==> src/rtl/cache_mem_arbiter.sv <==
// Round-robin arbiter sharing one fixed-latency memory port between ICache line
// reads and DCache line reads/writes, with in-flight read tracking.
module cache_mem_arbiter #(
  parameter int LINE_WORDS = 4,
  parameter int MEM_LAT    = 2
) (
  input  logic        clk,
  input  logic        rst,
  input  logic        i_req,
  input  logic [31:0] i_addr,
  output logic        i_gnt,
  output logic        i_rvalid,
  output logic [31:0] i_rdata,
  output logic        i_done,
  input  logic        d_req,
  input  logic        d_we,
  input  logic [31:0] d_addr,
  input  logic [31:0] d_wdata,
  output logic        d_gnt,
  output logic        d_wready,
  output logic        d_rvalid,
  output logic [31:0] d_rdata,
  output logic        d_done,
  output logic        busy,
  output logic [31:0] mem_addr,
  output logic [31:0] mem_wdata,
  output logic        mem_we,
  input  logic [31:0] mem_rdata
);

  localparam int          KW       = $clog2(LINE_WORDS);
  localparam int          OFF      = KW + 2;
  localparam logic [31:0] LOW_MASK = (32'd1 << OFF) - 32'd1;
  localparam logic [KW-1:0] LAST_K = '1;

  localparam logic [1:0] S_IDLE     = 2'd0;
  localparam logic [1:0] S_RD_ISSUE = 2'd1;
  localparam logic [1:0] S_RD_DRAIN = 2'd2;
  localparam logic [1:0] S_WR       = 2'd3;

  localparam logic OWN_I = 1'b0;
  localparam logic OWN_D = 1'b1;

  logic [1:0]         state;
  logic [KW-1:0]      k;
  logic [31:0]        base;
  logic               owner;
  logic               last_owner;
  logic               gnt_p0;
  logic [MEM_LAT-1:0] vld_p;
  logic [MEM_LAT-1:0] own_p;
  logic [MEM_LAT-1:0] last_p;

  logic        last_word;
  logic        pick_d;
  logic        ret_vld;
  logic        ret_own;
  logic        ret_last;
  logic        issue;
  logic        wr;
  logic [31:0] sel_addr;

  assign last_word = (k == LAST_K);
  // On a tie, ICache wins only if DCache owned the previous transaction.
  assign pick_d    = d_req && !(i_req && (last_owner == OWN_D));
  assign sel_addr  = pick_d ? d_addr : i_addr;
  assign ret_vld   = vld_p[MEM_LAT-1];
  assign ret_own   = own_p[MEM_LAT-1];
  assign ret_last  = last_p[MEM_LAT-1];
  assign issue     = (state == S_RD_ISSUE);
  assign wr        = (state == S_WR);

  always_ff @(posedge clk) begin
    if (!rst) begin
      state      <= S_IDLE;
      k          <= '0;
      owner      <= OWN_I;
      last_owner <= OWN_I;
      gnt_p0     <= 1'b0;
      vld_p      <= '0;
      own_p      <= '0;
      last_p     <= '0;
    end else begin
      gnt_p0    <= 1'b0;
      // Return tracker: entry i emerges MEM_LAT cycles after its issue.
      vld_p[0]  <= issue;
      own_p[0]  <= owner;
      last_p[0] <= last_word;
      for (int i = 1; i < MEM_LAT; i++) begin
        vld_p[i]  <= vld_p[i-1];
        own_p[i]  <= own_p[i-1];
        last_p[i] <= last_p[i-1];
      end
      case (state)
        S_IDLE: begin
          if (i_req || d_req) begin
            owner      <= pick_d;
            last_owner <= pick_d;
            gnt_p0     <= 1'b1;
            k          <= '0;
            state      <= (pick_d && d_we) ? S_WR : S_RD_ISSUE;
          end
        end
        S_RD_ISSUE: begin
          k <= k + KW'(1);
          if (last_word) state <= S_RD_DRAIN;
        end
        S_RD_DRAIN: begin
          if (ret_vld && ret_last) state <= S_IDLE;
        end
        default: begin
          k <= k + KW'(1);
          if (last_word) state <= S_IDLE;
        end
      endcase
    end
  end

  // Line base is pure data; only meaningful once a grant has been taken.
  always_ff @(posedge clk) begin
    if (state == S_IDLE) base <= sel_addr & ~LOW_MASK;
  end

  always_comb begin
    mem_addr  = (issue || wr) ? (base | {{(32-OFF){1'b0}}, k, 2'b00}) : 32'd0;
    mem_we    = wr;
    mem_wdata = wr ? d_wdata : 32'd0;
    d_wready  = wr;
    i_gnt     = gnt_p0 && (owner == OWN_I);
    d_gnt     = gnt_p0 && (owner == OWN_D);
    i_rvalid  = ret_vld && (ret_own == OWN_I);
    d_rvalid  = ret_vld && (ret_own == OWN_D);
    i_rdata   = i_rvalid ? mem_rdata : 32'd0;
    d_rdata   = d_rvalid ? mem_rdata : 32'd0;
    i_done    = i_rvalid && ret_last;
    d_done    = (d_rvalid && ret_last) || (wr && last_word);
    busy      = (state != S_IDLE) || (|vld_p);
  end

endmodule

==> config.mk <==
export PLATFORM = sky130hd
export DESIGN_NAME = cache_mem_arbiter
export DESIGN_NICKNAME = d
export VERILOG_FILES = /design/src/rtl/cache_mem_arbiter.sv
export SDC_FILE = /design/constraint.sdc
export NUM_CORES = 1
export LEC_CHECK = 0
export BUFFER_PORTS_ARGS = -buffer_cell sky130_fd_sc_hd__buf_2
export CORE_AREA = 2 2 104 106
export CTS_BUF_LIST = sky130_fd_sc_hd__clkbuf_8
export DETAILED_ROUTE_END_ITERATION = 12
export DIE_AREA = 0 0 106 108
export PLACE_DENSITY = 0.58
export SETUP_SLACK_MARGIN = 0.3
export SLEW_MARGIN = 20
export SYNTH_ARGS = -nofsm -noshare
export SYNTH_HDL_FRONTEND = slang
export SYNTH_SLANG_ARGS = --single-unit
==> constraint.sdc <==
create_clock -name clk -period 2.26 [get_ports clk]
set_clock_uncertainty 0.15 [all_clocks]
set_input_delay 0.113 -clock clk [delete_from_list [all_inputs] [get_ports clk]]
set_output_delay 0.113 -clock clk [all_outputs]
set_load 0.1 [all_outputs]
Yosys cells after proc, flatten, opt, wreduce, memory -nomap -nowiden
Cells that the tools add are included.
{"block": "word_totals", "ff_bits": 40, "output_inout_bits": 137, "wordCells": 58}
{"block": "op_classes", "addsub": 1, "eq_ne": 7, "n_mux": 14, "bitwise_logic": 4, "n_reduce_logical": 24}
{"op": "two-way mux 32 bit", "count": 5}
{"op": "bitwise OR 32 x 4 -> 32 bit", "count": 1}
{"op": "two-way mux 2 bit", "count": 6}
{"op": "logical AND 1 bit", "count": 11}
{"op": "equality test 2 bit, second input constant", "count": 3}
{"op": "!= test 2 bit, second input constant", "count": 3}
{"op": "one-hot mux 2 bit (3 select lines)", "count": 1}
{"op": "AND reduction 2 bit", "count": 3}
{"op": "logical OR 1 bit", "count": 4}
{"op": "one-hot mux 2 bit (2 select lines)", "count": 1}
{"op": "AND reduction 4 bit", "count": 1}
{"op": "NOT 1 bit", "count": 3}
{"op": "nonzero test 3 bit", "count": 1}
{"op": "adder 2 x 1 -> 2 bit, second input constant", "count": 1}
{"op": "equality test 2 x 1 -> 1 bit, second input constant", "count": 1}
{"op": "zero test 2 bit", "count": 1}
{"op": "nonzero test 2 bit", "count": 1}
{"op": "OR reduction 2 bit", "count": 1}
{"op": "zero test 1 bit", "count": 1}
{"op": "two-way mux 1 bit", "count": 1}

Logic depth before layout (Yosys ltp)
Gate-level depths: netlist (run 1).
{"block": "logic_depth", "ltp_word": 7, "depth_mapped": 4, "ltp_nobuf": 4}

Worst setup path after synthesis (run 1)
Ideal clock, no wire load.
{"block": "synth_timing", "kind": "register to output", "start": "reg state[1]", "end": "out d_done", "t_arrival_ps": 2203, "slack_ps": -206, "stages_incl_launch_ff": 4, "path_buffers": 1, "path_cell_list": "dfxtp_1 -> buf_4 -> and2_1 -> a22o_1"}
{"block": "synth_via", "elab_chain_len": 3}
{"item": "start: declaration", "line": "44", "rtl": "logic [1:0] state;"}
{"item": "start signal: assignment", "line": "101", "rtl": "state <= (pick_d && d_we) ? S_WR : S_RD_ISSUE;"}
{"item": "equality test 2 bit", "line": "71", "rtl": "assign wr = (state == S_WR);"}
{"item": "via d_wready", "line": "20", "rtl": "output logic d_wready,"}
{"item": "logical AND 1 bit", "line": "136", "rtl": "d_done = (d_rvalid && ret_last) || (wr && last_word);"}
{"item": "logical OR 1 bit", "line": "136"}
{"item": "end: declaration", "line": "23", "rtl": "output logic d_done,"}
The timed path passes the listed nets, and every way through them passes these cells.

Worst setup path after layout (run 1)
{"block": "layout_timing", "start": "reg own_p[1]", "end": "out d_done"}
{"block": "layout_via", "elab_chain_len": 3}
{"item": "start: declaration", "line": "51", "rtl": "logic [MEM_LAT-1:0] own_p;"}
{"item": "start signal: indexed assignment", "line": "91", "rtl": "own_p[i] <= own_p[i-1];"}
{"item": "logical AND 1 bit", "line": "132", "rtl": "d_rvalid = ret_vld && (ret_own == OWN_D);"}
{"item": "logical AND 1 bit", "line": "136"}
{"item": "logical OR 1 bit", "line": "136"}
No other way between the ends.

==> out/qor.csv, run 1 <==
stage;metric;value;unit
yosys;synth_ff_type;edfxtp_1;
yosys;yosysWarnings;0;
sta;setup_violations;0;
grt;grtUsageTotal;19.0;%
worst_setup_path;critPathArrivalTime;1610;ps
hold_path;hold_path_class;primary input to flop;
grt;antenna_found_initial;2;
floorplanning;die_h;108;um
floorplanning;start_util;25.6;%
layout;layout-drive-gt1-share;57.0;%
sta;hold_viol_final;0;
worst_setup_path;crit_type;flop to primary output;
grt;grt_max_degree;35;
floorplanning;die_area;11400;um^2
yosys;synth-edff-count;28;
sta;relSlewSlack;65.1;%
floorplanning;core;10200;um^2
floorplanning;die_w;106;um
pwr;ir_drop;335;uV
clock_network;clkTransAtPathRegs;80;ps
worst_setup_path;cp-start-kind;flop;
status;status;finished clean;
worst_setup_path;worstSetupEndpointType;primary output;
pwr;p_per_area;512;nW/um^2
sta;tightest_slew;527;ps
clock_network;cts_tree;done;
sta;fin_setup_tns;0;ps
placed_design;finalWeightedCongestion;0.819;
clock_network;cts.sinks;40;
routing;dr.first_iter.drc_count;104;
worst_setup_path;worst_path_max_delay_cell;dfxtp_1;
layout;multi_input_area;1410;um^2
layout;layout_commonest_cell;buf_2;
layout;fill_cells;895;
yosys;seq_area_frac_synth;41.3;%
placed_design;port_buffers;259;
worst_setup_path;worstPathMaxFanout;33;
routing;viasPerCell;4.43;
worst_setup_path;path_buf_inv;2;
clock_network;clock_latency;290;ps
floorplanning;top_level_ports;270;
clock_network;cts_htree_levels;2;
layout;finish.utilization;54.0;%
worst_setup_path;cp_top_family;buffers and inverters;
routing;post_drt_wl_per_cell;16.1;um
grt;grt_pass1_vias;3330;
placed_design;pre_cts_slack;459;ps
clock_network;cts_root_buf;clkbuf_8;
routing;drcViolationCount;0;
clock_network;cts_made_buffers;5;
yosys;avgSynthCellArea;10.0;um^2
sta;post-route-period-util;82.9;%
sta;maxSlewViolCount;0;
routing;dr_total_vias;3152;
layout;fin_nets;707;
yosys;async_flop_share;0;%
layout;final_cell_mix;buf_2, and3_1, and2_1, dlygate4sd3_1, buf_12;
worst_setup_path;crit_path_max_incr_delay;440;ps
routing;final_antenna_net_count;0;
yosys;ys_ff_latch;40;
worst_setup_path;critical_path_required;2000;ps
floorplanning;num_rows;37;
sta;fin_crit;1870;ps
sta;max_freq;0.533;GHz
sta;rsz0062_at_grt;true;
yosys;syn_area;2620;um^2
yosys;ys_types;30;
worst_setup_path;path_cells;buf_4 -> and2_2 -> a22o_2 -> buf_12;
layout;seqCellArea;1090;um^2
grt;grt_pass1_wl;16.9;mm
layout;syn_to_final_growth;111;%
placed_design;dp_hpwl;8.05;mm
grt;grt_remaining_overflow;0;
routing;drtPass1Iterations;4;
pwr;p_leak;0.00287;uW
sta;setup_slack;385;ps
flow_run;max_cap_viol_count;0;
routing;wl;11.4;mm
clock_network;cts_max_path_buffers;2;
yosys;synth_cells;261;
## worst min-delay path, stage by stage
cell and delay [ps]:
buf_2 110, o21ai_0 110, nor2_1 90
## routing by layer
metal	wire length, um	global-route usage [%]	vias to the layer above	part of all wire, %
li1	-	-	1519	-
met1	4150	19.6	1448	36
met2	6090	37.0	161	53
met3	956	5.67	22	8.4
met4	234	5.55	2	2.0
met5	11	0	-	0.096
## sequential cells by signal (all words and copies together), names as in the netlist
name	flops
base	28
k	2
last_p	2
own_p	2
state	2
vld_p	2
gnt_p0	1
last_owner	1
## cell type report
cell class | instances | area share [%]
flip-flops and latches | 40 | 19.7
multi-input cells | 195 | 25.5
clock buffers | 5 | 1.25
diodes | 1 | 0.0453
repair buffers | 330 | 50.2
clock inverters | 3 | 0.249
well taps | 136 | 3.08
inverters | 1 | 0.0679
## through the flow
step	instances	instance area (um^2)	hold WS (ps)	total power, uW
6_report	711	5530	15.8	2830
5_1_grt	711	5530	46.5	2950
4_1_cts	709	5450	9.67	2830
3_5_place_dp	638	4660	231	2280
3_3_place_gp	638	4660	233	2250
2_1_floorplan	262	2630	84.7	1930
## power breakdown
group / total [uW] / internal, uW / switching, uW
logic: 1420 / 422 / 999
registers: 943 / 899 / 43.7
clock network: 464 / 210 / 254
total: 2830 / 1530 / 1300
## synthesized netlist by cell type (2+ instances only)
master	count	area (um^2)
and2_1	71	444
and3_1	64	400
edfxtp_1	28	841
mux2_2	28	315
clkbuf_1	13	48.8
dfxtp_1	12	240
buf_4	7	52.6
a21oi_1	5	25.0
clkbuf_2	4	20.0
buf_6	3	33.8
nand2_1	3	11.3
nor2_1	3	11.3
nand2b_1	2	12.5
nand3b_1	2	15.0
## cells by family after synthesis
logic type               count (synthesis)  synth area share [%]
AND/OR/NAND/NOR                        150                  36.1
flip-flops                              40                  41.3
multiplexers                            29                  12.4
buffers and inverters                   28                  6.08
AO/OA/AOI/OAI                           11                  3.06
adder cells (fa/ha/maj)                  1                 0.478
other                                    1                 0.143
XOR/XNOR                                 1                 0.335
## repair_timing
item                                    in CTS  in global routing
gates resized for setup                     30                 24
endpoints found under the setup margin     100                 74
endpoints found under the hold margin       34                  0
hold buffers                                58                  0
buffers inserted                             4                  1
cloned                                       1                  0
## final timing paths
path / to / startpoint / slack, ps / cells after the start
worst min-delay path: gnt_p0 / d_req / 20 / 3
worst max-delay path: d_done / own_p[1] / 390 / 4
worst min register to register: last_p[1] / last_p[0] / 290 / 1
worst max register to register: base[25] / last_owner / 540 / 3
No activity file was read; power rests on OpenSTA's default activity.
==> run 2, diff against run 1 <==
--- a/config.mk
+++ b/config.mk
@@ -5,12 +5,13 @@
 export SDC_FILE = /design/constraint.sdc
 export NUM_CORES = 1
 export LEC_CHECK = 0
+export ABC_AREA = 1
 export BUFFER_PORTS_ARGS = -buffer_cell sky130_fd_sc_hd__buf_2
 export CORE_AREA = 2 2 104 106
 export CTS_BUF_LIST = sky130_fd_sc_hd__clkbuf_8
 export DETAILED_ROUTE_END_ITERATION = 12
 export DIE_AREA = 0 0 106 108
-export PLACE_DENSITY = 0.58
+export PLACE_DENSITY = 0.61
 export SETUP_SLACK_MARGIN = 0.3
 export SLEW_MARGIN = 20
 export SYNTH_ARGS = -nofsm -noshare
==> constraint.sdc (replaced) <==
create_clock -name clk -period 1.6 [get_ports clk]
set_clock_uncertainty 0.15 [all_clocks]
set_input_delay 0.08 -clock clk [delete_from_list [all_inputs] [get_ports clk]]
set_output_delay 0.08 -clock clk [all_outputs]
set_load 0.1 [all_outputs]
==> run 2 against run 1 <==
  * The run now ends with negative setup slack left
  * Worst hold slack improved by 90 ps
  * Combinational power grew to 3.5 times the previous value
  * Sequential share of layout area fell by 7.2 points
  * Power rose to 2.6 times the previous value
  * Critical path type unchanged
  * Largest cell class unchanged
  * Largest power group unchanged
==> out/qor.csv, run 2 <==
stage;metric;value;unit;change
sta;setup_violations;73;;was 0
clock_network;clkTransAtPathRegs;80;ps;about the same
yosys;synth.most_common_cell;nand2_1;;was and2_1
layout;stdcell_area;8850;um^2;was 5530 um^2
yosys;synth_compound_area_share;1.51;%;was 3.06%
sta;hold_ws;106;ps;was 15.8 ps
layout;fill_cells;470;;was 895
yosys;synth_simple_gate_area_share;35.5;%;was 36.1%
sta;post-route-period-util;103;%;
worst_setup_path;worstSetupEndpointType;primary output;;unchanged
layout;layout-drive-gt1-share;65.1;%;was 57.0%
yosys;ys_ff_latch;40;;unchanged
yosys;synth-edff-count;28;;unchanged
sta;setup_slack;-52.3;ps;was 385 ps
floorplanning;die_w;106;um;unchanged
sta;fin_crit;1650;ps;
grt;grt_pass1_vias;4239;;was 3,330
yosys;ys_types;16;;was 30
flow_run;max_cap_viol_count;0;;unchanged
yosys;synth_ff_type;edfxtp_1;;unchanged
worst_setup_path;crit_start;vld_p[1];;was own_p[1]
clock_network;cts_max_path_buffers;2;;unchanged
worst_setup_path;cp-start-kind;flop;;unchanged
sta;fin_setup_tns;-1790;ps;was 0 ps
worst_setup_path;r2r_start;state[0];;was last_owner
yosys;seq_area_frac_synth;40.8;%;was 41.3%
yosys;synth_top_cell_area_share;31.7;%;was 32.2%
clock_network;clock_latency;300;ps;was 290 ps
placed_design;place_area;7090;um^2;was 4660 um^2
routing;viasPerCell;4.28;;was 4.43
placed_design;finalWeightedCongestion;0.833;;was 0.819
pwr;ir_drop;704;uV;was 335 uV
clock_network;cts.sinks;40;;unchanged
sta;maxSlewViolCount;0;;unchanged
floorplanning;start_util;25.9;%;was 25.6%
worst_setup_path;critPathArrivalTime;1420;ps;was 1610 ps
layout;fin_nets;923;;was 707
pwr;p_per_area;833;nW/um^2;was 512 nW/um^2
clock_network;cts_root_buf;clkbuf_8;;unchanged
clock_network;cts_tree;done;;unchanged
grt;grt_max_degree;30;;was 35
layout;multi_input_area;2150;um^2;was 1410 um^2
yosys;yosys.area.top_type;edfxtp_1;;unchanged
floorplanning;core;10200;um^2;unchanged
yosys;avgSynthCellArea;6.12;um^2;was 10.0 um^2
yosys;synthAdderAreaFrac;0.472;%;was 0.478%
routing;wl;15.4;mm;was 11.4 mm
worst_setup_path;worstPathMaxFanout;11;;was 33
clock_network;cts_made_buffers;5;;unchanged
routing;post_drt_wl_per_cell;16.6;um;was 16.1 um
worst_setup_path;path_buf_inv;4;;was 2
sta;hold_viol_final;0;;unchanged
hold_path;min_from;d_we;;was d_req
sta;max_freq;0.605;GHz;
routing;dr_total_vias;3965;;was 3,152
yosys;synth.area.top_cells;edfxtp_1, nand2_1, inv_1;;was edfxtp_1, and2_1, and3_1
yosys;yosysWarnings;0;;unchanged
grt;antenna_found_initial;0;;was 2
yosys;synth_cells;433;;was 261
yosys;synth_mux_area_share;0;%;was 12.4%
routing;drcViolationCount;0;;unchanged
worst_setup_path;crit_path_max_incr_delay;390;ps;was 440 ps
pwr;p_leak;0.00406;uW;was 0.00287 uW
layout;final_cell_mix;buf_12, buf_2, nor2_4, nand2_1, inv_1;;was buf_2, and3_1, and2_1, dlygate4sd3_1, buf_12
floorplanning;die_h;108;um;unchanged
grt;grtUsageTotal;25.0;%;was 19.0%
worst_setup_path;cp_top_family;buffers and inverters;;unchanged
layout;syn_to_final_growth;234;%;was 111%
routing;final_antenna_net_count;0;;unchanged
yosys;syn_area;2650;um^2;was 2620 um^2
floorplanning;die_area;11400;um^2;unchanged
grt;grt_pass1_wl;22.3;mm;was 16.9 mm
yosys;synth_top_family_by_area;simple AND/OR/NAND/NOR gates;;unchanged
floorplanning;top_level_ports;270;;unchanged
placed_design;dp_hpwl;9.74;mm;was 8.05 mm
yosys;synth-xor-area-share;0;%;was 0.335%
routing;drtPass1Iterations;4;;unchanged
worst_setup_path;critical_path_required;1370;ps;was 2000 ps
status;status;finished with violations;;was finished clean
layout;seqCellArea;1100;um^2;was 1090 um^2
pwr;power;7370;uW;was 2830 uW
worst_setup_path;path_cells;inv_4 -> nor2_4 -> inv_8 -> buf_12 -> nor2_4 -> buf_12;;was buf_4 -> and2_2 -> a22o_2 -> buf_12
layout;layout_commonest_cell;buf_12;;was buf_2
clock_network;cts_htree_levels;2;;unchanged
placed_design;port_buffers;259;;unchanged
floorplanning;num_rows;37;;unchanged
grt;grt_remaining_overflow;0;;unchanged
yosys;synth_commonest_cells;nand2_1, inv_1, nor2_1;;was and2_1, and3_1, edfxtp_1, mux2_2, clkbuf_1
routing;dr.first_iter.drc_count;165;;was 104
status;violations;negative setup slack;;
hold_path;hold_path_class;primary input to flop;;unchanged
worst_setup_path;worst_path_max_delay_cell;dfxtp_4;;was dfxtp_1
worst_setup_path;crit_type;flop to primary output;;unchanged
yosys;async_flop_share;0;%;unchanged
sta;rsz0062_at_grt;true;;unchanged
layout;largest-register;base;;unchanged
layout;diodes;0;;was 1
layout;largest_reg_flops;28;;unchanged
-- run 2: layout make-up --
| cell class | count | share of cell area [%] |
|---|---|---|
| inverter | 114 | 6.38 |
| multi-input combinational | 259 | 24.3 |
| clock buffer | 5 | 0.778 |
| tap | 136 | 1.92 |
| sequential | 40 | 12.4 |
| timing repair buffer | 369 | 53.8 |
| clock inverter | 3 | 0.438 |
-- run 2: through the flow --
step / setup WS, ps / utilization [%] / instances
3_5_place_dp: 112 / 69.3 / 822
4_1_cts: -60.0 / 84.6 / 920
2_1_floorplan: -395 / - / 434
6_report: -52.3 / 86.5 / 926
3_3_place_gp: 149 / 69.3 / 822
5_1_grt: -117 / 86.5 / 926
-- run 2: logic make-up (layout without fill, tap and decap cells) --
kind of cell	count (synthesis)	in the layout
compound gates	8	8
fa+ha+maj	1	1
buf+inv	136	491
flops	40	40
other cells	1	2
simple gates	247	248
-- run 2: routing by layer --
layer / vias up / GRT usage (%) / wire length, um
li1: 1926 / - / -
met1: 1833 / 24.4 / 4910
met3: 29 / 7.78 / 1160
met5: - / 0 / 0
met2: 177 / 51.0 / 9020
met4: 0 / 5.64 / 312
-- run 2: power by group --
| part | internal (uW) | switching [uW] | total [uW] |
|---|---|---|---|
| Sequential | 1390 | 190 | 1580 |
| Combinational | 2010 | 2950 | 4960 |
| Clock | 457 | 374 | 831 |
-- run 2: path summary, 6_finish.rpt --
path	cells past startpoint	slack (ps)	to
setup / recovery	6	-50	i_rdata[16]
hold / removal	5	110	state[1]
setup reg to reg	9	30	last_owner
hold reg to reg	2	270	vld_p[1]
-- run 2: worst reg2reg max path: stages, from the launching register on --
cell	delay, ps
dfxtp_4	380
buf_6	130
buf_12	130
nor2_4	110
buf_6	150
buf_6	100
buf_12	120
nand2_8	70
nand2_4	70
a21oi_2	50
-- run 2: repair_timing --
item	4_1_cts	5_1_grt
setup endpoints to repair	195	197
gates resized for setup	109	27
pin swaps	12	9
setup buffers	24	4
gates cloned	9	2
hold buffers	57	0
endpoints found under the hold margin	34	0
==> run 3, diff against run 2 <==
--- a/config.mk
+++ b/config.mk
@@ -7,11 +7,13 @@
 export LEC_CHECK = 0
 export ABC_AREA = 1
 export BUFFER_PORTS_ARGS = -buffer_cell sky130_fd_sc_hd__buf_2
-export CORE_AREA = 2 2 104 106
+export CELL_PAD_IN_SITES_DETAIL_PLACEMENT = 1
+export CELL_PAD_IN_SITES_GLOBAL_PLACEMENT = 1
+export CORE_AREA = 2 2 119 121
 export CTS_BUF_LIST = sky130_fd_sc_hd__clkbuf_8
 export DETAILED_ROUTE_END_ITERATION = 12
-export DIE_AREA = 0 0 106 108
-export PLACE_DENSITY = 0.61
+export DIE_AREA = 0 0 121 123
+export PLACE_DENSITY = 0.75
 export SETUP_SLACK_MARGIN = 0.3
 export SLEW_MARGIN = 20
 export SYNTH_ARGS = -nofsm -noshare
==> run 3 against run 2 <==
  * The flow still finishes with violations (negative setup slack)
  * Global-route usage decreased by 0.90 points
  * Sequential share of layout area decreased by 0.19 points
  * Cell count increased by 5.8%
  * Die area increased by 30%
  * Via count increased by 4.0%
  * Count of clock-buffer cells in the layout unchanged
  * Non-clock buffer count unchanged
  * Cell area increased by 1.4%
  * Largest cell class unchanged
  * Largest power group unchanged
==> out/qor.csv, run 3 (synthesized netlist as in run 2, its figures left out) <==
stage;metric;value;unit;change
status;status;finished with violations;;unchanged
status;violations;negative setup slack;;unchanged
floorplanning;core;13600;um^2;was 10,200 um^2
grt;grt_max_degree;30;;unchanged
sta;setup_slack;-75.9;ps;was -52.3 ps
pwr;p_leak;0.00407;uW;was 0.00406 uW
worst_setup_path;worstPathMaxFanout;6;;was 11
pwr;p_per_area;825;nW/um^2;was 833 nW/um^2
routing;dr_total_vias;4125;;was 3,965
clock_network;cts_htree_levels;2;;unchanged
layout;fill_cells;1397;;was 470
worst_setup_path;crit_type;flop to primary output;;unchanged
worst_setup_path;crit_path_max_incr_delay;370;ps;was 390 ps
sta;maxSlewViolCount;0;;unchanged
floorplanning;num_rows;43;;was 37
routing;dr.first_iter.drc_count;71;;was 165
clock_network;cts_max_path_buffers;2;;unchanged
worst_setup_path;worst_path_max_delay_cell;dfxtp_2;;was dfxtp_4
routing;drtPass1Iterations;6;;was 4
grt;grt_remaining_overflow;0;;unchanged
floorplanning;die_w;121;um;was 106 um
sta;rsz0062_at_grt;true;;unchanged
grt;met2_usage;50.4;%;was 51.0%
clock_network;clock_latency;290;ps;was 300 ps
sta;max_freq;0.597;GHz;was 0.605 GHz
grt;grt_busiest_layer;met2;;unchanged
clock_network;cts_made_buffers;5;;unchanged
layout;final_cell_mix;buf_12, buf_2, nor2_4, nand2_1, inv_1;;unchanged
hold_path;hold_path_class;primary input to flop;;unchanged
layout;layout_commonest_cell;buf_12;;unchanged
routing;wl;20.0;mm;was 15.4 mm
worst_setup_path;path_cells;buf_6 -> nand2_8 -> clkbuf_16 -> nor2_4 -> buf_12;;was inv_4 -> nor2_4 -> inv_8 -> buf_12 -> nor2_4 -> buf_12
placed_design;place_area;7150;um^2;was 7090 um^2
routing;viasPerCell;4.21;;was 4.28
grt;grt_pass1_vias;4720;;was 4,239
worst_setup_path;worstSetupEndpointType;primary output;;unchanged
layout;layout-drive-gt1-share;65.7;%;was 65.1%
floorplanning;die_area;14900;um^2;was 11,400 um^2
sta;post-route-period-util;105;%;was 103%
clock_network;cts.sinks;40;;unchanged
floorplanning;top_level_ports;270;;unchanged
sta;hold_viol_final;0;;unchanged
routing;drcViolationCount;0;;unchanged
worst_setup_path;critical_path_required;1370;ps;about the same
routing;post_drt_wl_per_cell;20.4;um;was 16.6 um
grt;grt_pass1_wl;26.8;mm;was 22.3 mm
floorplanning;die_h;123;um;was 108 um
worst_setup_path;critPathArrivalTime;1450;ps;was 1420 ps
grt;gr-usage-met3;7.20;%;was 7.78%
layout;fin_nets;926;;was 923
clock_network;clkTransAtPathRegs;90;ps;was 80 ps
pwr;ir_drop;445;uV;was 704 uV
worst_setup_path;cp-start-kind;flop;;unchanged
layout;largest_reg_flops;28;;unchanged
layout;seqCellArea;1100;um^2;about the same
placed_design;port_buffers;259;;unchanged
grt;grtUsageTotal;24.1;%;was 25.0%
layout;stdcell_area;8980;um^2;was 8850 um^2
grt;antenna_found_initial;8;;was 0
sta;setup_violations;102;;was 73
placed_design;pre_cts_slack;-26.3;ps;was 112 ps
layout;syn_to_final_growth;239;%;was 234%
clock_network;cts_root_buf;clkbuf_8;;unchanged
layout;multi_input_area;2160;um^2;was 2150 um^2
routing;final_antenna_net_count;0;;unchanged
layout;largest-register;base;;unchanged
sta;fin_crit;1680;ps;was 1650 ps
placed_design;dp_hpwl;11.3;mm;was 9.74 mm
flow_run;max_cap_viol_count;0;;unchanged
layout;finish.utilization;65.9;%;was 86.5%
grt;use_met1;21.4;%;was 24.4%
clock_network;cts_tree;done;;unchanged
placed_design;finalWeightedCongestion;0.722;;was 0.833
floorplanning;start_util;19.5;%;was 25.9%
==> run 3: cell count changes in the layout (fill, tap and decap cells not counted), moves of 3 or more <==
| cell | delta |
|---|---|
| nor2_4 | +3 |
| diode_2 | +7 |
| nor2_2 | -3 |
| buf_16 | -3 |
| buf_4 | +3 |
| inv_16 | +3 |
| buf_6 | -6 |
==> run 3: area by class of cell <==
class                           instances  share of cell area, %
Sequential cell                        40                   12.2
Timing Repair Buffer                  369                   53.0
Clock inverter                          3                  0.432
Clock buffer                            5                  0.767
Antenna cell                            7                  0.195
Timing Repair inverter                  2                  0.446
Multi-Input combinational cell        260                   24.0
Tap cell                              180                   2.51
Inverter                              114                   6.44
==> run 3: final timing paths <==
path | from | end | slack [ps] | cells after the start
max | vld_p[1] | d_rdata[29] | -80 | 5
min | d_we | state[1] | 140 | 5
max reg2reg | state[0] | base[9] | -20 | 6
min reg2reg | own_p[0] | own_p[1] | 280 | 2
==> run 3: critical path: cells and delay by family, from the launching register on <==
kind                   cells  cell delay (ps)
flip-flops                 1              370
AND/OR/NAND/NOR            2              230
buffers and inverters      3              540
==> run 3: timing repair <==
action                                 CTS  global route
hold buffers                            57             0
setup endpoints to repair              182           197
pin swaps                               32            30
buffers inserted                        20             9
gates cloned                             9             5
gates resized for setup                116            28
endpoints found under the hold margin   34             0
==> run 3: power by group <==
group	switching [uW]	internal, uW	leakage [uW]
Combinational	3010	1970	0.00363
Sequential	209	1390	0.000383
Clock	371	457	0.0000594
==> run 3: per-stage QoR <==
stage | hold slack [ps] | power, uW | instances | setup TNS, ps
6_report | 143 | 7400 | 980 | -3420
5_1_grt | 131 | 7630 | 979 | -8880
4_1_cts | 31.0 | 7070 | 959 | -676
3_5_place_dp | 198 | 5340 | 865 | -57.6
3_3_place_gp | 193 | 5270 | 865 | 0
2_1_floorplan | 23.5 | 4030 | 434 | -13180
==> run 3: metal layers <==
layer  wire (um)  up-vias
met5          13        -
met4         568        2
met3        1400       36
met2       11800      184
met1        6140     1959
li1            -     1944
